==> src/rtl/tqvp_pwm_capture.sv <==
// rtl/tqvp_pwm_capture.sv - TinyQV PWM capture peripheral: measures high time and period of one ui_in pin
// Optional deglitch filter on the sampled input: define PWMCAP_FILTER_EN.
module tqvp_pwm_capture #(
  parameter int CNT_W = 16
) (
  input  logic       clk,
  input  logic       rst,
  input  logic [7:0] ui_in,
  output logic [7:0] uo_out,
  input  logic [3:0] address,
  input  logic       data_write,
  input  logic [7:0] data_in,
  output logic [7:0] data_out
);

  typedef enum logic [1:0] {
    S_IDLE      = 2'd0,
    S_WAIT_RISE = 2'd1,
    S_HIGH      = 2'd2,
    S_LOW       = 2'd3
  } state_t;

  localparam logic [CNT_W-1:0] CNT_MAX = '1;

  logic             en;
  logic [2:0]       pin_sel;
  logic             freeze;
  logic             sync1, sync2;
  logic             level_q, level_cur;
  logic             rise, fall;
  state_t           state, state_nxt;
  logic [CNT_W-1:0] cnt, cnt_nxt;
  logic [CNT_W-1:0] high_tmp, high_tmp_nxt;
  logic [CNT_W-1:0] high_r, period_r;
  logic             valid, ovf;
  logic             publish, ovf_set;
  logic             wr_ctrl, clr, pin_chg;
  logic [15:0]      high_ext, period_ext;
  logic             unused_bits;

  assign wr_ctrl     = data_write && (address == 4'd0);
  assign clr         = wr_ctrl && data_in[7];
  assign pin_chg     = wr_ctrl && (data_in[3:1] != pin_sel);
  assign unused_bits = &{1'b0, data_in[6:5]};

  // Control register; CLR (bit 7) is an action only and is never stored
  always_ff @(posedge clk or posedge rst) begin
    if (rst) begin
      en      <= 1'b0;
      pin_sel <= 3'd0;
      freeze  <= 1'b0;
    end else if (wr_ctrl) begin
      en      <= data_in[0];
      pin_sel <= data_in[3:1];
      freeze  <= data_in[4];
    end
  end

  // Two-flop synchronizer on the selected pin, plus the last accepted level for edge detection
  always_ff @(posedge clk or posedge rst) begin
    if (rst) begin
      sync1   <= 1'b0;
      sync2   <= 1'b0;
      level_q <= 1'b0;
    end else begin
      sync1   <= ui_in[pin_sel];
      sync2   <= sync1;
      level_q <= level_cur;
    end
  end

`ifdef PWMCAP_FILTER_EN
  logic hist1, hist2;

  // Sample history: the level only moves once three consecutive synchronized samples agree
  always_ff @(posedge clk or posedge rst) begin
    if (rst) begin
      hist1 <= 1'b0;
      hist2 <= 1'b0;
    end else begin
      hist1 <= sync2;
      hist2 <= hist1;
    end
  end

  assign level_cur = (sync2 == hist1 && hist1 == hist2) ? sync2 : level_q;
`else
  assign level_cur = sync2;
`endif

  assign rise = level_cur && !level_q;
  assign fall = !level_cur && level_q;

  // Measurement FSM next state; control writes and EN override the normal flow
  always_comb begin
    state_nxt    = state;
    cnt_nxt      = cnt;
    high_tmp_nxt = high_tmp;
    publish      = 1'b0;
    ovf_set      = 1'b0;
    case (state)
      S_IDLE: begin
        cnt_nxt = '0;
        if (en) state_nxt = S_WAIT_RISE;
      end
      S_WAIT_RISE: begin
        cnt_nxt = '0;
        if (rise) begin
          state_nxt = S_HIGH;
          cnt_nxt   = {{(CNT_W-1){1'b0}}, 1'b1};
        end
      end
      S_HIGH: begin
        if (cnt == CNT_MAX) begin
          ovf_set   = 1'b1;
          state_nxt = S_WAIT_RISE;
          cnt_nxt   = '0;
        end else begin
          cnt_nxt = cnt + 1'b1;
          if (fall) begin
            high_tmp_nxt = cnt;
            state_nxt    = S_LOW;
          end
        end
      end
      default: begin
        if (cnt == CNT_MAX) begin
          ovf_set   = 1'b1;
          state_nxt = S_WAIT_RISE;
          cnt_nxt   = '0;
        end else if (rise) begin
          publish   = !freeze;
          state_nxt = S_HIGH;
          cnt_nxt   = {{(CNT_W-1){1'b0}}, 1'b1};
        end else begin
          cnt_nxt = cnt + 1'b1;
        end
      end
    endcase
    if (!en) begin
      state_nxt = S_IDLE;
      cnt_nxt   = '0;
      publish   = 1'b0;
      ovf_set   = 1'b0;
    end
    if (clr || pin_chg) begin
      state_nxt = data_in[0] ? S_WAIT_RISE : S_IDLE;
      cnt_nxt   = '0;
      publish   = 1'b0;
      ovf_set   = 1'b0;
    end
  end

  // FSM state, running counter and captured high time
  always_ff @(posedge clk or posedge rst) begin
    if (rst) begin
      state    <= S_IDLE;
      cnt      <= '0;
      high_tmp <= '0;
    end else begin
      state    <= state_nxt;
      cnt      <= cnt_nxt;
      high_tmp <= high_tmp_nxt;
    end
  end

  // Published results and flags; CLR beats a same-cycle publish or overflow
  always_ff @(posedge clk or posedge rst) begin
    if (rst) begin
      high_r   <= '0;
      period_r <= '0;
      valid    <= 1'b0;
      ovf      <= 1'b0;
    end else if (clr) begin
      high_r   <= '0;
      period_r <= '0;
      valid    <= 1'b0;
      ovf      <= 1'b0;
    end else begin
      if (publish) begin
        high_r   <= high_tmp;
        period_r <= cnt;
        valid    <= 1'b1;
      end
      if (ovf_set) ovf <= 1'b1;
    end
  end

  assign high_ext   = 16'(high_r);
  assign period_ext = 16'(period_r);
  assign uo_out     = {5'b0, level_cur, ovf, valid};

  // Combinational register read mux
  always_comb begin
    data_out = 8'h00;
    case (address)
      4'd0:    data_out = {3'b0, freeze, pin_sel, en};
      4'd1:    data_out = {3'b0, state, level_cur, ovf, valid};
      4'd2:    data_out = high_ext[7:0];
      4'd3:    data_out = high_ext[15:8];
      4'd4:    data_out = period_ext[7:0];
      4'd5:    data_out = period_ext[15:8];
      default: data_out = 8'h00;
    endcase
  end

endmodule

==> config.mk <==
export PLATFORM = sky130hd
export DESIGN_NAME = tqvp_pwm_capture
export DESIGN_NICKNAME = d
export VERILOG_FILES = /design/src/rtl/tqvp_pwm_capture.sv
export SDC_FILE = /design/constraint.sdc
export NUM_CORES = 1
export LEC_CHECK = 0
export CORE_ASPECT_RATIO = 1.75
export CORE_MARGIN = 10
export CORE_UTILIZATION = 61
export CTS_CLUSTER_SIZE = 25
export DETAILED_ROUTE_END_ITERATION = 16
export GPL_ROUTABILITY_DRIVEN = 0
export PLACE_DENSITY = 0.84
export SYNTH_ARGS = -nofsm -noshare
export SYNTH_HDL_FRONTEND = slang
export SYNTH_SLANG_ARGS = --single-unit
==> constraint.sdc <==
create_clock -name clk -period 4.6 [get_ports clk]
set_input_delay 1.15 -clock clk [delete_from_list [all_inputs] [get_ports clk]]
set_output_delay 1.15 -clock clk [all_outputs]
set_load 0.005 [all_outputs]
==> results.json <==
{
  "status": "finished clean",
  "row_count": 37,
  "synth_top_family_by_area": "simple AND/OR/NAND/NOR gates",
  "ys_ff_latch": 76,
  "grt_pass1_vias": 2794,
  "die_x_um": 79.5,
  "drc": 0,
  "areaGrowthSynthToFinish_pct": 12.1,
  "synth_cell_types": 45,
  "synth_compound_area_frac": 0.0898,
  "insertion_delay_ns": 0.35,
  "layout-drive-gt1-share": 0.135,
  "timing.critical_path.mode_cell": "clkdlybuf4s50_1",
  "dieArea_sq_um": 9860,
  "cts_made_buffers": 9,
  "hp-class": "reg -> reg",
  "clkPwrFrac": 0.336,
  "synthCells": 355,
  "max_slew_margin": 0.314,
  "rsz0062_at_grt": "false",
  "fillers": 430,
  "yosysWarnings": 0,
  "grt_use_total": 0.186,
  "fin_skew_ns": 0.0144,
  "utilization": 0.709,
  "p_leak_nw": 1.99,
  "postRouteAntennaNets": 0,
  "post_drt_wl_per_cell_um": 18.7,
  "synthArstFlopShare": 1.00,
  "portBuffers": 31,
  "hold_slack_ns": 0.338,
  "start_util": 0.633,
  "p_sw_frac": 0.273,
  "synthXorXnorAreaFrac": 0.0394,
  "grt_pass1_wl_mm": 14.2,
  "cp.required_ns": 3.45,
  "power_frac_comb": 0.118,
  "synthFlopType": "dfrtp_1",
  "clock.fmax_mhz": 236,
  "cts_sinks": 76,
  "synthAdderAreaFrac": 0.00331,
  "synth_top_area_cell": "dfrtp_1",
  "antenna_found_initial": 0,
  "switching_power_w": 0.000359,
  "tightest_slew_ns": 1.02,
  "syn_area_per_cell_sq_um": 10.6,
  "synth-simple-area-share": 0.153,
  "tns_ns": 0,
  "cts_tree": "yes",
  "critPathCaptureType": "output port",
  "path_max_fanout": 12,
  "critical_path.cell_chain": "clkdlybuf4s50_1 > buf_4 > mux4_2 > a222oi_1 > inv_1 > clkdlybuf4s50_1",
  "dp_hpwl_mm": 6.45,
  "cp_slowest_cell": "clkdlybuf4s50_1",
  "synth_top_cell_area_share": 0.503,
  "arrival_ns": 3.08,
  "n_antenna_cell": 0,
  "drv_cap": 0,
  "ys_seq_area_frac": 0.503,
  "drt-initial-drc-count": 165,
  "cts_root_buffer": "clkbuf_8",
  "period_minus_slack_ns": 4.23,
  "finalSetupViolations": 0,
  "hold_violations": 0,
  "firstDrtPassIters": 4,
  "final_common_cell": "dfrtp_1",
  "p_total_w": 0.00131,
  "ir_drop_v": 0.000165,
  "path_class": "in -> out",
  "power_density_nw_per_um2": 310,
  "vias": 2765,
  "wirelength_mm": 8.70,
  "core_area_sq_um": 5970,
  "p_int_w": 0.000955,
  "synthMuxAreaShare": 0.136,
  "seqPwrFrac": 0.546,
  "io_pins": 39,
  "htree_levels": 3,
  "min_period_over_period": 0.920,
  "gr-total-overflow": 0,
  "final_cell_mix": "76 x dfrtp_1, 47 x nand2_1, 30 x clkdlybuf4s50_1",
  "grt_max_degree": 39,
  "die_h_um": 124,
  "clk_pin_slew_worst_paths_ns": 0.08,
  "slew_viol_final": 0,
  "syn-cell-area_sq_um": 3780,
  "cpPeakStageDelay_ns": 0.51,
  "yosys-top-cells-area": "dfrtp_1 50%, mux2i_1 5.6%, nand2_1 4.7%",
  "num-nets-final": 405,
  "via_per_inst": 5.96,
  "cts_buffer_depth": 2,
  "start_kind": "input port",
  "synth_edf_count": 0
}
per-layer routing:
layer,part of all wire,vias up,global-route usage,routed length (um)
li1,-,1285,-,-
met1,0.38,1370,0.206,3350
met2,0.53,95,0.318,4580
met3,0.059,15,0.0476,517
met4,0.030,0,0.100,257
met5,0,-,0,0
cell type report:
class,count,area [sq um],share of cell area
inverter,24,90.1,0.0213
timing repair buffer,38,365,0.0863
sequential,76,1900,0.449
clock buffer,10,128,0.0301
clock inverter,6,41.3,0.00975
tap,78,97.6,0.0230
multi-input combinational,232,1610,0.381
metrics by stage:
stage,cell area [sq um],std cells,setup WS [ns]
4_1_cts,4230,464,0.162
3_3_place_gp,4060,448,0.211
2_1_floorplan,3790,359,1.17
3_5_place_dp,4060,448,0.170
5_1_grt,4240,464,0.243
6_report,4240,464,0.367
flip-flops by register name, summed over array words and instances (netlist names), 2 cells and up:
signal	flops
state	2
high_tmp	16
pin_sel	3
high_ext	16
cnt	16
period_ext	16
kinds of logic (layout without fill, tap and decap cells):
kind of cell,count (synthesis),count (layout)
buf+inv,51,78
simple gates,113,113
other cells,1,5
fa+ha+maj,1,1
xor+xnor,17,17
mux,41,41
compound gates,55,55
flops,76,76
worst max-delay path, delay by kind of cell:
kind,cells,cell delay [ns]
buffers and inverters,4,1.26
multiplexers,1,0.32
AO/OA/AOI/OAI,1,0.36
final timing paths:
kind / startpoint / endpoint / slack, ns / depth (start not counted)
min in group asynchronous: rst / period_ext[14]$_DFFE_PP0P_ / 1.26 / 2
min reg2reg: sync1$_DFF_PP0_ / level_cur$_DFF_PP0_ / 0.34 / 0
min: sync1$_DFF_PP0_ / level_cur$_DFF_PP0_ / 0.34 / 0
max: address[0] / data_out[4] / 0.37 / 6
max reg2reg: cnt[0]$_DFF_PP0_ / high_ext[10]$_DFFE_PP0P_ / 1.66 / 5
max in group asynchronous: rst / high_tmp[11]$_DFFE_PP0P_ / 2.54 / 3
synth_stat cells (2+ instances only):
cell type / number
inv_1: 24
xor2_1: 11
buf_4: 9
buf_6: 4
a21oi_1: 17
clkbuf_1: 5
a22oi_1: 3
buf_2: 6
mux4_2: 7
nand2_1: 47
nor2_1: 19
buf_1: 2
a222oi_1: 5
mux2i_1: 21
dfrtp_1: 76
mux2_2: 13
o21ai_0: 19
nand4_1: 17
nand3_1: 9
xnor2_1: 6
a211oi_1: 2
a221oi_1: 2
and3_1: 6
and4_4: 2
nor2b_1: 3
power groups by stage:
stage               sequential (W)  combinational, W  clock [W]
CTS                       0.000718          0.000155   0.000447
finish                    0.000718          0.000156   0.000441
global route              0.000722          0.000169   0.000473
global placement          0.000730          0.000149          0
detailed placement        0.000731          0.000154          0
floorplan                 0.000719          0.000113          0
repair_timing:
action,in CTS,in global routing
resized for setup,0,1
buffers inserted,0,0
setup endpoints to repair,0,1
endpoints found under the hold margin,0,0
hold buffers,0,0
Power figures use the tool's default switching activity.
